### src/rtl/uart_pkg.sv
// Shared types and helpers for the configurable UART transceiver.
// Parity is computed over a 9-bit container; narrower words are zero-extended.
package uart_pkg;

  typedef enum logic [1:0] {
    PAR_NONE,
    PAR_EVEN,
    PAR_ODD
  } parity_e;

  typedef enum logic [2:0] {
    TX_IDLE,
    TX_START,
    TX_DATA,
    TX_PARITY,
    TX_STOP
  } tx_state_e;

  typedef enum logic [2:0] {
    RX_IDLE,
    RX_START,
    RX_DATA,
    RX_PARITY,
    RX_STOP,
    RX_WAIT_HIGH
  } rx_state_e;

  localparam int unsigned MAX_DATABITS = 9;

  // Zero padding does not change the XOR, so one width serves every frame format.
  function automatic logic calc_parity(input logic [MAX_DATABITS-1:0] data, input parity_e mode);
    return (mode == PAR_ODD) ? ~(^data) : ^data;
  endfunction

endpackage

### src/rtl/uart_tick_gen.sv
// Clock divider emitting a one-cycle tick every c_div clocks, with synchronous clear.
// tick_next reports whether the following cycle will carry a tick.
module uart_tick_gen #(
  parameter int unsigned c_div = 10
) (
  input  logic clk,
  input  logic rstn,
  input  logic clr,
  output logic tick,
  output logic tick_next
);

  localparam int unsigned CW = (c_div > 1) ? $clog2(c_div) : 1;
  localparam logic [CW-1:0] LAST = CW'(c_div - 1);

  logic [CW-1:0] cnt;
  logic [CW-1:0] cnt_next;

  always_comb begin
    tick = (cnt == LAST);
    if (clr || tick) begin
      cnt_next = '0;
    end else begin
      cnt_next = cnt + 1'b1;
    end
    tick_next = (cnt_next == LAST);
  end

  always_ff @(posedge clk) begin
    if (!rstn) begin
      cnt <= '0;
    end else begin
      cnt <= cnt_next;
    end
  end

endmodule

### src/rtl/uart_transceiver_cfg.sv
// Full-duplex UART with elaboration-time frame format and valid/ready on both sides.
// The receiver oversamples a synchronized line and flags parity, framing and overrun.
module uart_transceiver_cfg
  import uart_pkg::*;
#(
  parameter int unsigned c_clkfreq    = 100_000_000,
  parameter int unsigned c_baudrate   = 1_000_000,
  parameter int unsigned c_oversample = 10,
  parameter int unsigned c_databits   = 8,
  parameter int unsigned c_parity     = 0,
  parameter int unsigned c_stopbit    = 1
) (
  input  logic                  clk_i,
  input  logic                  rstn_i,
  input  logic                  tx_valid_i,
  input  logic [c_databits-1:0] tx_data_i,
  output logic                  tx_ready_o,
  output logic                  tx_o,
  output logic                  tx_active_o,
  output logic                  tx_done_tick_o,
  input  logic                  rx_i,
  output logic                  rx_valid_o,
  input  logic                  rx_ready_i,
  output logic [c_databits-1:0] rx_data_o,
  output logic                  rx_parity_err_o,
  output logic                  rx_frame_err_o,
  output logic                  rx_overrun_o
);

  localparam int unsigned c_tick_div = c_clkfreq / (c_baudrate * c_oversample);

  if (c_tick_div < 1 || c_oversample < 4 || (c_oversample % 2) != 0 ||
      c_databits < 5 || c_databits > 9 || c_parity > 2 ||
      c_stopbit < 1 || c_stopbit > 2) begin : g_bad_cfg
    $error("uart_transceiver_cfg: unsupported parameter set");
  end

  localparam int unsigned TCW = $clog2(c_oversample);
  localparam logic [TCW-1:0] TICK_LAST = TCW'(c_oversample - 1);
  localparam logic [TCW-1:0] TICK_PRE  = TCW'(c_oversample - 2);
  localparam logic [TCW-1:0] TICK_HALF = TCW'(c_oversample / 2 - 1);
  localparam logic [3:0]     BIT_LAST  = 4'(c_databits - 1);
  localparam logic           STOP_LAST = 1'(c_stopbit - 1);
  localparam parity_e PAR_MODE = (c_parity == 1) ? PAR_EVEN :
                                 (c_parity == 2) ? PAR_ODD  : PAR_NONE;

  // ---------------- transmitter ----------------
  tx_state_e                tx_state;
  logic [c_databits-1:0]    tx_shreg;
  logic                     tx_par;
  logic [TCW-1:0]           tx_tcnt;
  logic [3:0]               tx_bidx;
  logic                     tx_sidx;
  logic                     tx_tick;
  logic                     tx_tick_next;
  logic                     tx_accept;
  logic                     tx_bit_end;
  logic                     tx_done_next;
  logic [MAX_DATABITS-1:0]  tx_data_ext;

  uart_tick_gen #(.c_div(c_tick_div)) u_tx_tick (
    .clk       (clk_i),
    .rstn      (rstn_i),
    .clr       (tx_accept),
    .tick      (tx_tick),
    .tick_next (tx_tick_next)
  );

  // The done pulse is registered, so it is raised one cycle ahead of the final tick.
  always_comb begin
    tx_accept    = tx_valid_i && tx_ready_o;
    tx_bit_end   = tx_tick && (tx_tcnt == TICK_LAST);
    tx_data_ext  = MAX_DATABITS'(tx_data_i);
    tx_done_next = (tx_state == TX_STOP) && (tx_sidx == STOP_LAST) && tx_tick_next &&
                   (tx_tick ? (tx_tcnt == TICK_PRE) : (tx_tcnt == TICK_LAST));
  end

  always_ff @(posedge clk_i) begin
    if (!rstn_i) begin
      tx_state       <= TX_IDLE;
      tx_o           <= 1'b1;
      tx_ready_o     <= 1'b1;
      tx_active_o    <= 1'b0;
      tx_done_tick_o <= 1'b0;
      tx_shreg       <= '0;
      tx_par         <= 1'b0;
      tx_tcnt        <= '0;
      tx_bidx        <= '0;
      tx_sidx        <= 1'b0;
    end else begin
      tx_done_tick_o <= tx_done_next;
      if (tx_tick) begin
        tx_tcnt <= tx_bit_end ? '0 : tx_tcnt + 1'b1;
      end
      case (tx_state)
        TX_IDLE: begin
          if (tx_accept) begin
            tx_shreg    <= tx_data_i;
            tx_par      <= calc_parity(tx_data_ext, PAR_MODE);
            tx_tcnt     <= '0;
            tx_o        <= 1'b0;
            tx_ready_o  <= 1'b0;
            tx_active_o <= 1'b1;
            tx_state    <= TX_START;
          end
        end
        TX_START: begin
          if (tx_bit_end) begin
            tx_o     <= tx_shreg[0];
            tx_bidx  <= '0;
            tx_state <= TX_DATA;
          end
        end
        TX_DATA: begin
          if (tx_bit_end) begin
            tx_shreg <= tx_shreg >> 1;
            if (tx_bidx == BIT_LAST) begin
              if (PAR_MODE != PAR_NONE) begin
                tx_o     <= tx_par;
                tx_state <= TX_PARITY;
              end else begin
                tx_o     <= 1'b1;
                tx_sidx  <= 1'b0;
                tx_state <= TX_STOP;
              end
            end else begin
              tx_bidx <= tx_bidx + 1'b1;
              tx_o    <= tx_shreg[1];
            end
          end
        end
        TX_PARITY: begin
          if (tx_bit_end) begin
            tx_o     <= 1'b1;
            tx_sidx  <= 1'b0;
            tx_state <= TX_STOP;
          end
        end
        TX_STOP: begin
          if (tx_bit_end) begin
            if (tx_sidx == STOP_LAST) begin
              tx_ready_o  <= 1'b1;
              tx_active_o <= 1'b0;
              tx_state    <= TX_IDLE;
            end else begin
              tx_sidx <= 1'b1;
            end
          end
        end
        default: tx_state <= TX_IDLE;
      endcase
    end
  end

  // ---------------- receiver ----------------
  rx_state_e                rx_state;
  logic                     rx_s1;
  logic                     rx_s2;
  logic [c_databits-1:0]    rx_shreg;
  logic                     rx_par;
  logic [TCW-1:0]           rx_tcnt;
  logic [3:0]               rx_bidx;
  logic                     rx_tick;
  logic                     rx_tick_next_unused;
  logic                     rx_clr;
  logic                     rx_sample;
  logic                     rx_par_err;
  logic [MAX_DATABITS-1:0]  rx_data_ext;

  uart_tick_gen #(.c_div(c_tick_div)) u_rx_tick (
    .clk       (clk_i),
    .rstn      (rstn_i),
    .clr       (rx_clr),
    .tick      (rx_tick),
    .tick_next (rx_tick_next_unused)
  );

  always_comb begin
    rx_clr      = (rx_state == RX_IDLE) && !rx_s2;
    rx_data_ext = MAX_DATABITS'(rx_shreg);
    rx_par_err  = (PAR_MODE != PAR_NONE) && (rx_par != calc_parity(rx_data_ext, PAR_MODE));
    case (rx_state)
      RX_START:                      rx_sample = rx_tick && (rx_tcnt == TICK_HALF);
      RX_DATA, RX_PARITY, RX_STOP:   rx_sample = rx_tick && (rx_tcnt == TICK_LAST);
      default:                       rx_sample = 1'b0;
    endcase
  end

  always_ff @(posedge clk_i) begin
    if (!rstn_i) begin
      rx_s1 <= 1'b1;
      rx_s2 <= 1'b1;
    end else begin
      rx_s1 <= rx_i;
      rx_s2 <= rx_s1;
    end
  end

  // A frame ending in the same cycle the held word is taken is still an overrun:
  // delivery looks at the current rx_valid_o, not the post-handshake value.
  always_ff @(posedge clk_i) begin
    if (!rstn_i) begin
      rx_state        <= RX_IDLE;
      rx_valid_o      <= 1'b0;
      rx_data_o       <= '0;
      rx_parity_err_o <= 1'b0;
      rx_frame_err_o  <= 1'b0;
      rx_overrun_o    <= 1'b0;
      rx_shreg        <= '0;
      rx_par          <= 1'b0;
      rx_tcnt         <= '0;
      rx_bidx         <= '0;
    end else begin
      rx_overrun_o <= 1'b0;
      if (rx_valid_o && rx_ready_i) begin
        rx_valid_o <= 1'b0;
      end
      if (rx_tick) begin
        rx_tcnt <= rx_sample ? '0 : rx_tcnt + 1'b1;
      end
      case (rx_state)
        RX_IDLE: begin
          if (!rx_s2) begin
            rx_tcnt  <= '0;
            rx_state <= RX_START;
          end
        end
        RX_START: begin
          if (rx_sample) begin
            rx_bidx  <= '0;
            rx_state <= rx_s2 ? RX_IDLE : RX_DATA;
          end
        end
        RX_DATA: begin
          if (rx_sample) begin
            rx_shreg <= {rx_s2, rx_shreg[c_databits-1:1]};
            if (rx_bidx == BIT_LAST) begin
              rx_state <= (PAR_MODE != PAR_NONE) ? RX_PARITY : RX_STOP;
            end else begin
              rx_bidx <= rx_bidx + 1'b1;
            end
          end
        end
        RX_PARITY: begin
          if (rx_sample) begin
            rx_par   <= rx_s2;
            rx_state <= RX_STOP;
          end
        end
        RX_STOP: begin
          if (rx_sample) begin
            if (!rx_valid_o) begin
              rx_data_o       <= rx_shreg;
              rx_parity_err_o <= rx_par_err;
              rx_frame_err_o  <= !rx_s2;
              rx_valid_o      <= 1'b1;
            end else begin
              rx_overrun_o <= 1'b1;
            end
            rx_state <= rx_s2 ? RX_IDLE : RX_WAIT_HIGH;
          end
        end
        RX_WAIT_HIGH: begin
          if (rx_s2) begin
            rx_state <= RX_IDLE;
          end
        end
        default: rx_state <= RX_IDLE;
      endcase
    end
  end

endmodule

### config.mk
export PLATFORM = sky130hd
export DESIGN_NAME = uart_transceiver_cfg
export DESIGN_NICKNAME = d
export VERILOG_FILES = /design/src/rtl/uart_pkg.sv /design/src/rtl/uart_tick_gen.sv /design/src/rtl/uart_transceiver_cfg.sv
export SDC_FILE = /design/constraint.sdc
export NUM_CORES = 1
export LEC_CHECK = 0
export ABC_AREA = 1
export BUFFER_PORTS_ARGS = -buffer_cell sky130_fd_sc_hd__buf_2
export CORE_MARGIN = 1
export CORE_UTILIZATION = 45
export DETAILED_ROUTE_END_ITERATION = 10
export PLACE_DENSITY = 0.72
export SYNTH_ARGS = -nofsm -noshare
export SYNTH_HDL_FRONTEND = slang
export SYNTH_SLANG_ARGS = --single-unit
### constraint.sdc
create_clock -name clk_i -period 1.6 [get_ports clk_i]
set_input_delay 0.32 -clock clk_i [delete_from_list [all_inputs] [get_ports clk_i]]
set_output_delay 0.32 -clock clk_i [all_outputs]
set_load 0.02 [all_outputs]
* Word-level counts from Yosys, hierarchy flattened
Cells that the tools add are included.
** Operators by class
- Add/subtract/negate cells :: 6
- Equal/unequal tests :: 34
- Multiplexer cells :: 64
- Bitwise operators :: 3
- Reduce and logical (&&, ||, !) cells :: 33
** Operators with widths (number)
- 4-bit 2-to-1 mux :: 15
- 3-bit 2-to-1 mux :: 15
- 2-bit inequality test (second input constant) :: 15
- 4-bit by 1-bit adder with 4-bit output (second input constant) :: 6
- 4-bit equality test (second input constant) :: 6
- 1-bit 2-to-1 mux :: 21
- 3-bit case mux with 6 select lines :: 1
- 8-bit 2-to-1 mux :: 2
- 4-bit case mux with 2 select lines :: 2
- 8-bit case mux with 2 select lines :: 1
- 3-bit case mux with 5 select lines :: 1
- 7-bit AND reduction :: 2
- 3-bit by 2-bit equality test with 1-bit output (second input constant) :: 4
- 4-bit by 3-bit equality test with 1-bit output (second input constant) :: 3
- 4-bit AND reduction :: 3
- 5-bit AND reduction :: 2
- 3-bit equality test (second input constant) :: 3
- 1-bit logical AND :: 9
- 3-bit AND reduction :: 3
- 2-bit nonzero test :: 4
- 3-bit by 1-bit equality test with 1-bit output (second input constant) :: 2
- 3-bit logical NOT :: 2
- 1-bit case mux with 2 select lines :: 3
- 1-bit case mux with 4 select lines :: 1
- other kinds (11) :: 14
** Storage, ports and cells
- Register bits :: 64
- Input bits :: 13
- Output and inout bits :: 16
- Word-level logic and storage cells :: 161

* Logic depth before layout (Yosys ltp)
Gate-level depths: netlist of run 1.
- Depth after elaboration :: 7
- Gate-level depth with buffers :: 10
- Mapped depth without buffers :: 10

* By module
A second synthesis of run 1 with hierarchy kept.
** Unflattened totals
- Cells, all modules :: 442
- Area, all modules :: 3206.8 um2
** By module, submodules not included
- uart_transceiver_cfg :: instances 1, cells an instance 382, area an instance 2746.4 um2, sequential area each 1101.1 um2
- uart_tick_gen :: instances 2, cells an instance 30, area an instance 230.2 um2, sequential area each 80.1 um2

* Worst setup path after synthesis of run 1
No wires, ideal clock.
- Kind :: reg2reg
- Start :: reg u_rx_tick.cnt[0]
- End :: reg rx_frame_err_o
- Setup time :: 0.112 ns
- Data arrival time :: 1.436 ns
- Data required time :: 1.488 ns
- Setup slack :: 0.052 ns
- Cell stages (with the launch flop) :: 10
- Path buffers :: 1
- Clock period less this slack :: 1.548 ns
- Cell sequence :: dfxtp_1 ha_1 nand3b_1 nor2_2 nand2_4 nor2_8 nand3_4 buf_6 nor2_2 nor2_1
** On the way
- Cells in the longest elaborated chain, start to end :: 4
- Elaborated cells on any way between the ends :: 5
- Those cells by class :: 1 x eq/ne; 1 x mux; 3 x reduce/logical
** RTL lines
- start: declaration :: RTL line uart_tick_gen.sv:16 : logic [CW-1:0] cnt;
- start signal: assignment :: RTL line uart_tick_gen.sv:33 : cnt <= cnt_next;
- 4-bit equality test * :: RTL line uart_tick_gen.sv:20 : tick = (cnt == LAST);
- 1-bit logical AND (on tied branches) :: RTL line uart_transceiver_cfg.sv:184, uart_transceiver_cfg.sv:183
- 1-bit case mux with 2 select lines * :: RTL line uart_transceiver_cfg.sv:182 : case (rx_state)
- 3-bit AND reduction (no source line) *
- end signal: assignment :: RTL line uart_transceiver_cfg.sv:255 : rx_frame_err_o <= !rx_s2;
- end: declaration :: RTL line uart_transceiver_cfg.sv:26 : output logic rx_frame_err_o,
Mark *: on every way between the ends. The rest lies on a longest branch, timed or not.
A chain may end at the register's enable or synchronous reset.

* Worst setup path in the final report of run 1
- Start :: reg u_rx_tick.cnt[1]
- End :: reg rx_data_o[6]
** On the way
- Cells in the longest elaborated chain, start to end :: 4
- Elaborated cells on any way between the ends :: 5
- Those cells by class :: 1 x eq/ne; 1 x mux; 3 x reduce/logical
** RTL lines
- 4-bit equality test * :: RTL line uart_tick_gen.sv:20
- 1-bit logical AND (on tied branches) :: RTL line uart_transceiver_cfg.sv:184, uart_transceiver_cfg.sv:183
- 1-bit case mux with 2 select lines * :: RTL line uart_transceiver_cfg.sv:182
- 3-bit AND reduction (no source line) *
- end signal: assignment :: RTL line uart_transceiver_cfg.sv:253 : rx_data_o <= rx_shreg;
- end: declaration :: RTL line uart_transceiver_cfg.sv:24 : output logic [c_databits-1:0] rx_data_o,
Marks and branches as above.

==> flow_summary.json, run 1 <==
{
  "power.switching_mw": 1.70,
  "design_area_um2": 3730,
  "synth_compound_area_share_pct": 10.5,
  "fin_skew_ns": 0.00697,
  "first_pass_iters": 8,
  "cts_buffers": 9,
  "grt.busiest_layer": "met2",
  "outcome": "complete, but fails checks",
  "cts-root-buf": "clkbuf_8",
  "crit_buf_inv": 2,
  "core_um2": 6420,
  "multi_input_area_um2": 1660,
  "synth_edf_count": 0,
  "hold-worst-slack_ns": 0.175,
  "met1_usage_pct": 21.7,
  "r2r_slack_ns": -0.02,
  "yosys.area_share.simple_pct": 33.2,
  "setup_ws_ns": -0.0202,
  "syn_area_um2": 3020,
  "drcViolationCount": 6,
  "avgSynthCellArea_um2": 7.45,
  "clk_latency_ns": 0.34,
  "placed_area_um2": 3290,
  "yosys_warnings": 0,
  "path_clk_slew_ns": 0.06,
  "critPathMaxStageDelay_ns": 0.33,
  "clock_sinks": 63,
  "finalHoldViolCount": 0,
  "diodes": 0,
  "finalWeightedCongestion": 0.847,
  "grt_start_max_net_pins": 25,
  "critPathTopFamily": "simple AND/OR/NAND/NOR gates",
  "finalCritPeriodShare_pct": 101,
  "synth_xor_area_share_pct": 2.32,
  "max_freq_ghz": 0.617,
  "grt_usage_pct": 17.9,
  "syn_nets": 428,
  "hold_class": "in2reg",
  "synthMuxAreaShare_pct": 0,
  "worstPathArrival_ns": 1.89,
  "async_flop_share_pct": 0,
  "violations": "DRC, setup timing",
  "seqPwrFrac_pct": 39.3,
  "worstPathRequired_ns": 1.87,
  "finalSetupTns_ns": -0.0202,
  "nNetsFinal": 478,
  "core.rowCount": 29,
  "routed_wl_mm": 6.34,
  "leakagePower_nw": 1.74,
  "area_growth_pct": 23.6,
  "path_class": "reg2reg",
  "final_max_slew_viol_count": 0,
  "cp_cell_sequence": "inv_2 -> ha_4 -> nand3b_1 -> nor2_2 -> nand2_4 -> nor2_8 -> buf_12 -> nand3_4 -> nand2_2 -> nand2_1 -> nor2_1",
  "dp_hpwl_mm": 3.95,
  "via_per_inst": 5.04,
  "maxCapViolCount": 0,
  "grt_antenna_before_repair": 0,
  "drive_above_1_share_pct": 27.5,
  "setup_violations": 1,
  "fill_cells": 587,
  "synth_cell_types": 37,
  "slowest_stage": "dfxtp_2",
  "io_buffers": 27,
  "synth_top_family_by_area": "simple AND/OR/NAND/NOR gates",
  "die_width_um": 83.9,
  "clk_path_buf_depth": 2,
  "dieArea_um2": 7030,
  "worstSetupStartpointType": "flop",
  "synth_cells": 405,
  "h-tree-depth": 3,
  "p_per_area_nw_per_um2": 1290,
  "vias": 2699,
  "drtAntennaViolNets": 0,
  "drtIter0Drc": 121,
  "cp_max_fo": 5,
  "grt_pass1_vias": 2451,
  "yosysSeqAreaShare_pct": 41.8,
  "rsz0062_at_grt": "true",
  "synthAdderAreaFrac_pct": 4.15,
  "use_met2_pct": 30.0,
  "power_switching_share_pct": 35.4,
  "cts_tree": "done",
  "power_frac_comb_pct": 31.8,
  "end_kind": "flop",
  "total_power_mw": 4.81,
  "overflow": 0,
  "num_io_pins": 29,
  "final.min_clock_period_ns": 1.62,
  "grt_util_met3_pct": 5.24,
  "routedWlPerCell_um": 11.8,
  "vdd.ir_drop.worst_uv": 748,
  "internal-power_mw": 3.11,
  "seqCellArea_um2": 1270,
  "ys_seq_elements": 63,
  "grt_pass1_wl_mm": 10.2,
  "power.share.clock_pct": 28.8,
  "initial_core_util_pct": 47.0,
  "die_h_um": 83.9,
  "synthFlopType": "dfxtp_1"
}
[registers in the layout, summed over array words and instances, names as in the netlist, 3 cells and up]
signal,cells
rx_data_o,8
rx_shreg,8
tx_shreg,8
rx_bidx,4
rx_tcnt,4
tx_bidx,4
tx_tcnt,4
u_rx_tick.cnt,4
u_tx_tick.cnt,4
rx_state,3
tx_state,3
[cell usage in the layout (no fill, tap or decap), types with 4 or more instances in the layout]
master    synthesis  final
buf_4             1     16
clkbuf_8          0     11
nand2_2           6     14
o21ai_0          24     19
dfxtp_1          63     57
inv_1            46     44
ha_1             10      9
nand3_4           1      4
o21ai_1           2      6
nand2_1          79     70
nand3b_1          5      5
nor2_2           14     14
a21oi_1          25     23
dfxtp_2           0      6
nand4_1           9      9
or2_2             5      5
xor2_1            7      7
nor2_1           52     50
buf_2             1     27
nor3_1            5      5
nand3_1          20     19
[cell usage after synthesis, types with 2 or more instances]
| cell | instances | share of area (%) |
|---|---|---|
| nand3b_1 | 5 | 1.2 |
| or2_2 | 5 | 1.0 |
| nand3_1 | 20 | 3.3 |
| nand3_2 | 2 | 0.66 |
| clkbuf_1 | 4 | 0.50 |
| nor3b_1 | 3 | 0.75 |
| inv_1 | 46 | 5.7 |
| nor2_2 | 14 | 2.9 |
| nand2_4 | 2 | 0.75 |
| nand2_1 | 79 | 9.8 |
| ha_1 | 10 | 4.1 |
| nor3_1 | 5 | 0.83 |
| o21ai_0 | 24 | 4.0 |
| nand4_1 | 9 | 1.9 |
| nand2_2 | 6 | 1.2 |
| nor2_1 | 52 | 6.5 |
| buf_1 | 3 | 0.37 |
| a21oi_1 | 25 | 4.1 |
| xor2_1 | 7 | 2.0 |
| o21ai_1 | 2 | 0.33 |
| buf_6 | 2 | 0.75 |
| nor4_1 | 2 | 0.41 |
| a31oi_1 | 2 | 0.41 |
| dfxtp_1 | 63 | 42 |
[final cells by class]
class | instances | area share (%)
inverters | 47 | 4.73
multi-input cells | 287 | 44.6
flip-flops and latches | 63 | 34.0
clock buffers | 11 | 4.06
repair buffers | 47 | 8.76
well taps | 77 | 2.59
clock inverters | 4 | 1.21
[worst paths after layout]
check / from / end / cells after the start
setup / recovery: u_rx_tick.cnt[1]$_SDFF_PP0_ / rx_data_o[6]$_SDFFE_PN0P_ / 11
hold / removal: rx_i / rx_s1$_SDFF_PN1_ / 2
setup reg to reg: u_rx_tick.cnt[1]$_SDFF_PP0_ / rx_data_o[6]$_SDFFE_PN0P_ / 11
hold reg to reg: rx_s1$_SDFF_PN1_ / rx_s2$_SDFF_PN1_ / 1
[worst register-to-register path, stage by stage (launching register included)]
cell      delay, ns
dfxtp_2        0.33
inv_2          0.06
ha_4           0.11
nand3b_1       0.10
nor2_2         0.19
nand2_4        0.09
nor2_8         0.15
buf_12         0.15
nand3_4        0.13
nand2_2        0.09
nand2_1        0.05
nor2_1         0.10
[layer usage]
layer	wire, µm	share of wire (%)
met5	0	0
met2	3120	49
met1	2870	45
met4	72	1.1
met3	275	4.3
[power groups by stage]
stage	Sequential, mW	Combinational [mW]	Clock (mW)
floorplan	1.91	1.03	0
detailed placement	1.91	1.34	0
global route	1.91	1.69	1.49
CTS	1.87	1.36	1.42
finish	1.89	1.53	1.39
global placement	1.90	1.31	0
[repair_timing]
| item | in CTS | in global routing |
|---|---|---|
| gates cloned | 1 | 3 |
| resized for setup | 2 | 40 |
| setup endpoints to repair | 6 | 38 |
| hold buffers | 0 | 0 |
| endpoints found under the hold margin | 0 | 0 |
| buffers inserted | 0 | 5 |
| pin swaps | 0 | 14 |
[kinds of logic (layout without fill, tap and decap cells)]
group,count (synthesis),in the layout
XOR/XNOR,8,8
AND/OR/NAND/NOR,207,210
flip-flops,63,63
AO/OA/AOI/OAI,58,58
other,1,1
adder cells (fa/ha/maj),10,10
buffers and inverters,58,109
[per-stage QoR]
step,util (%),worst slack (ns),std cells
floorplan,-,0.0524,405
global placement,51.2,0.0528,512
detailed placement,51.2,-0.0401,512
CTS,54.6,-0.0141,528
global route,58.0,-0.113,536
finish,58.0,-0.0202,536
(Power assumes the default switching activity.)
==> run 2, diff against run 1 <==
--- a/config.mk
+++ b/config.mk
@@ -5,7 +5,6 @@
 export SDC_FILE = /design/constraint.sdc
 export NUM_CORES = 1
 export LEC_CHECK = 0
-export ABC_AREA = 1
 export BUFFER_PORTS_ARGS = -buffer_cell sky130_fd_sc_hd__buf_2
 export CORE_MARGIN = 1
 export CORE_UTILIZATION = 45
==> run 2 against run 1 <==
Routed wire length increased by 20%. Largest power group unchanged. First-iteration DRC count increased by 35%. Critical path type unchanged. Critical path depth decreased by 7. Hold slack got worse by 0.0012 ns. Power decreased by 34%. Sequential power decreased by 13%. Clock skew increased by 0.0027 ns. Core utilization increased by 6.0 points. Die area decreased by 1.8%. The run ends with setup timing left.
==> flow_summary.json, run 2 <==
{
  "area_growth_pct": 37.3,
  "synth_compound_area_share_pct": 14.7,
  "die_h_um": 83.1,
  "placed_area_um2": 3530,
  "routed_wl_mm": 7.59,
  "crit_start": "rx_state[1]$_SDFFE_PN0P_",
  "clk_latency_ns": 0.35,
  "overflow": 0,
  "core.rowCount": 29,
  "r2r-end": "rx_frame_err_o$_SDFFE_PN0P_",
  "clock_sinks": 63,
  "drive_above_1_share_pct": 39.3,
  "io_buffers": 27,
  "yosys.area.top_type": "dfxtp_1",
  "grt_pass1_wl_mm": 11.7,
  "syn_area_um2": 2960,
  "synth_cells": 323,
  "worstPathArrival_ns": 2.02,
  "core_um2": 6350,
  "setup_ws_ns": -0.133,
  "hold_end": "rx_s1$_SDFF_PN1_",
  "vdd.ir_drop.worst_uv": 551,
  "via_per_inst": 5.63,
  "leakagePower_nw": 1.66,
  "num_io_pins": 29,
  "first_pass_iters": 4,
  "critPathMaxStageDelay_ns": 0.59,
  "final_cells": 489,
  "largestRegisters": "rx_data_o (8), rx_shreg (8), tx_shreg (8)",
  "synth_top_cells_by_count": "dfxtp_1 (63), nor2_1 (34), mux2i_1 (25)",
  "holdCritStartpoint": "rx_i",
  "drtAntennaViolNets": 0,
  "grt_pass1_vias": 2575,
  "violations": "setup timing",
  "clk_path_buf_depth": 2,
  "h-tree-depth": 3,
  "outcome": "complete, but fails checks",
  "avgSynthCellArea_um2": 9.16,
  "synthMuxAreaShare_pct": 8.46,
  "dp.cells": 459,
  "wl_met3_um": 348,
  "seqCellArea_um2": 1280,
  "cp_max_fo": 5,
  "path_clk_slew_ns": 0.08,
  "routedWlPerCell_um": 15.5,
  "setup_violations": 29,
  "cts_buffers": 9,
  "synth.area.top_cells": "dfxtp_1 (43%), mux2i_1 (8.5%), nor2_1 (4.3%)",
  "final.min_clock_period_ns": 1.73,
  "synth_top_family_by_area": "simple AND/OR/NAND/NOR gates",
  "grt_start_max_net_pins": 21,
  "dieArea_um2": 6900,
  "worstPathRequired_ns": 1.88,
  "final_common_cell": "dfxtp_1",
  "syn_nets": 346,
  "top_layer": "met4",
  "yosys.area_share.simple_pct": 23.6,
  "cts_tree": "done",
  "fin_skew_ns": 0.00963,
  "synthFlopType": "dfxtp_1",
  "finalHoldViolCount": 0,
  "synth_xor_area_share_pct": 2.37,
  "maxCapViolCount": 0,
  "ys_seq_elements": 63,
  "drcViolationCount": 0,
  "whs_path_depth": 2,
  "yosysSeqAreaShare_pct": 42.6,
  "synth_top_area_share_pct": 42.6,
  "hold_class": "in2reg",
  "r2r_cells": 4,
  "worstSetupStartpointType": "flop",
  "r2r-start": "rx_state[1]$_SDFFE_PN0P_",
  "cts-root-buf": "clkbuf_8",
  "final_max_slew_viol_count": 0,
  "cp_cell_sequence": "or3b_4 -> or4_4 -> or2_0 -> a21oi_1",
  "dp_hpwl_mm": 4.43,
  "fin_util_pct": 64.0,
  "wl_met2_mm": 3.64,
  "grt_antenna_before_repair": 0,
  "rsz0062_at_grt": "true",
  "nNetsFinal": 430,
  "synth.most_common_cell": "dfxtp_1",
  "path_class": "reg2reg",
  "grt_usage_pct": 21.0,
  "p_per_area_nw_per_um2": 776,
  "design_area_um2": 4060,
  "hold-worst-slack_ns": 0.174,
  "vias": 2754,
  "met1_length_mm": 3.44,
  "synth_edf_count": 0,
  "fill_cells": 487,
  "synthAdderAreaFrac_pct": 4.23,
  "slowest_stage": "or4_4",
  "initial_core_util_pct": 46.6,
  "die_width_um": 83.1,
  "r2r_slack_ns": -0.13,
  "drtIter0Drc": 163,
  "end_kind": "flop",
  "finalCritPeriodShare_pct": 108,
  "final_cell_mix": "dfxtp_1 (51), buf_4 (49), nor2_1 (34)",
  "synth_cell_types": 55,
  "hold_buffers": 0,
  "async_flop_share_pct": 0,
  "finalWeightedCongestion": 0.836,
  "diodes": 0,
  "multi_input_area_um2": 1840,
  "yosys_warnings": 0,
  "max_freq_ghz": 0.577
}
-- run 2: changes by cell type in the layout (fill, tap and decap cells not counted), sizes merged, moves of 8 or more --
cell / previous run / this run
a21oi: 26 / 18
buf: 46 / 89
inv: 47 / 10
mux2i: 0 / 25
nand2: 87 / 19
nand3: 26 / 14
nor2: 67 / 34
o21ai: 26 / 17
-- run 2: how the worst max path moves through the flow --
stage                                        endpoint  slack [ns]  cells after the start
after floorplan               tx_bidx[2]$_SDFFE_PN0P_       -0.15                      7
after global routing          tx_bidx[0]$_SDFFE_PN0P_       -0.18                      6
final                     rx_frame_err_o$_SDFFE_PN0P_       -0.13                      4
after global placement    rx_frame_err_o$_SDFFE_PN0P_       -0.14                      4
after CTS                     rx_bidx[1]$_SDFFE_PN0P_       -0.14                      5
after detailed placement  rx_frame_err_o$_SDFFE_PN0P_       -0.16                      4
-- run 2: per-layer routing --
| layer | vias to the layer above | track usage, % |
|---|---|---|
| li1 | 1348 | - |
| met1 | 1314 | 27.0 |
| met2 | 75 | 33.9 |
| met3 | 17 | 4.57 |
| met4 | 0 | 9.56 |
| met5 | - | 0 |
-- run 2: layout make-up --
cell class	count	area share, %
inverters	9	0.832
flip-flops and latches	63	31.5
clock buffers	9	3.05
clock inverters	7	1.20
well taps	77	2.37
multi-input cells	235	45.2
repair buffers	89	15.8
-- run 2: worst max-delay path: cells and delay by family (launching register included) --
family          cells  cell delay, ns
compound gates      1            0.11
flops               1            0.33
simple gates        3            1.23
-- run 2: timing repair --
action,in CTS,in global routing
setup buffers,6,5
pin swaps,16,17
resized for setup,32,28
endpoints found under the setup margin,31,43
hold endpoints to repair,0,0
gates cloned,1,2
-- run 2: cell families after synthesis --
group	after synthesis
buf+inv	27
compound gates	64
simple gates	125
fa+ha+maj	10
flops	63
other cells	1
xor+xnor	8
mux	25
-- run 2: through the flow --
stage / setup TNS (ns) / power [mW] / setup slack, ns
6_report: -1.74 / 3.15 / -0.133
4_1_cts: -0.972 / 3.17 / -0.144
2_1_floorplan: -1.32 / 1.83 / -0.147
3_5_place_dp: -2.68 / 1.93 / -0.163
5_1_grt: -3.78 / 3.29 / -0.183
3_3_place_gp: -2.55 / 1.93 / -0.141
-- run 2: where the power goes --
group	leakage, nW	switching [mW]	total, mW	internal, mW
Sequential	0.517	0.0348	1.65	1.61
Clock	0.0894	0.662	1.22	0.563
Combinational	1.05	0.149	0.281	0.132
Total	1.66	0.846	3.15	2.31
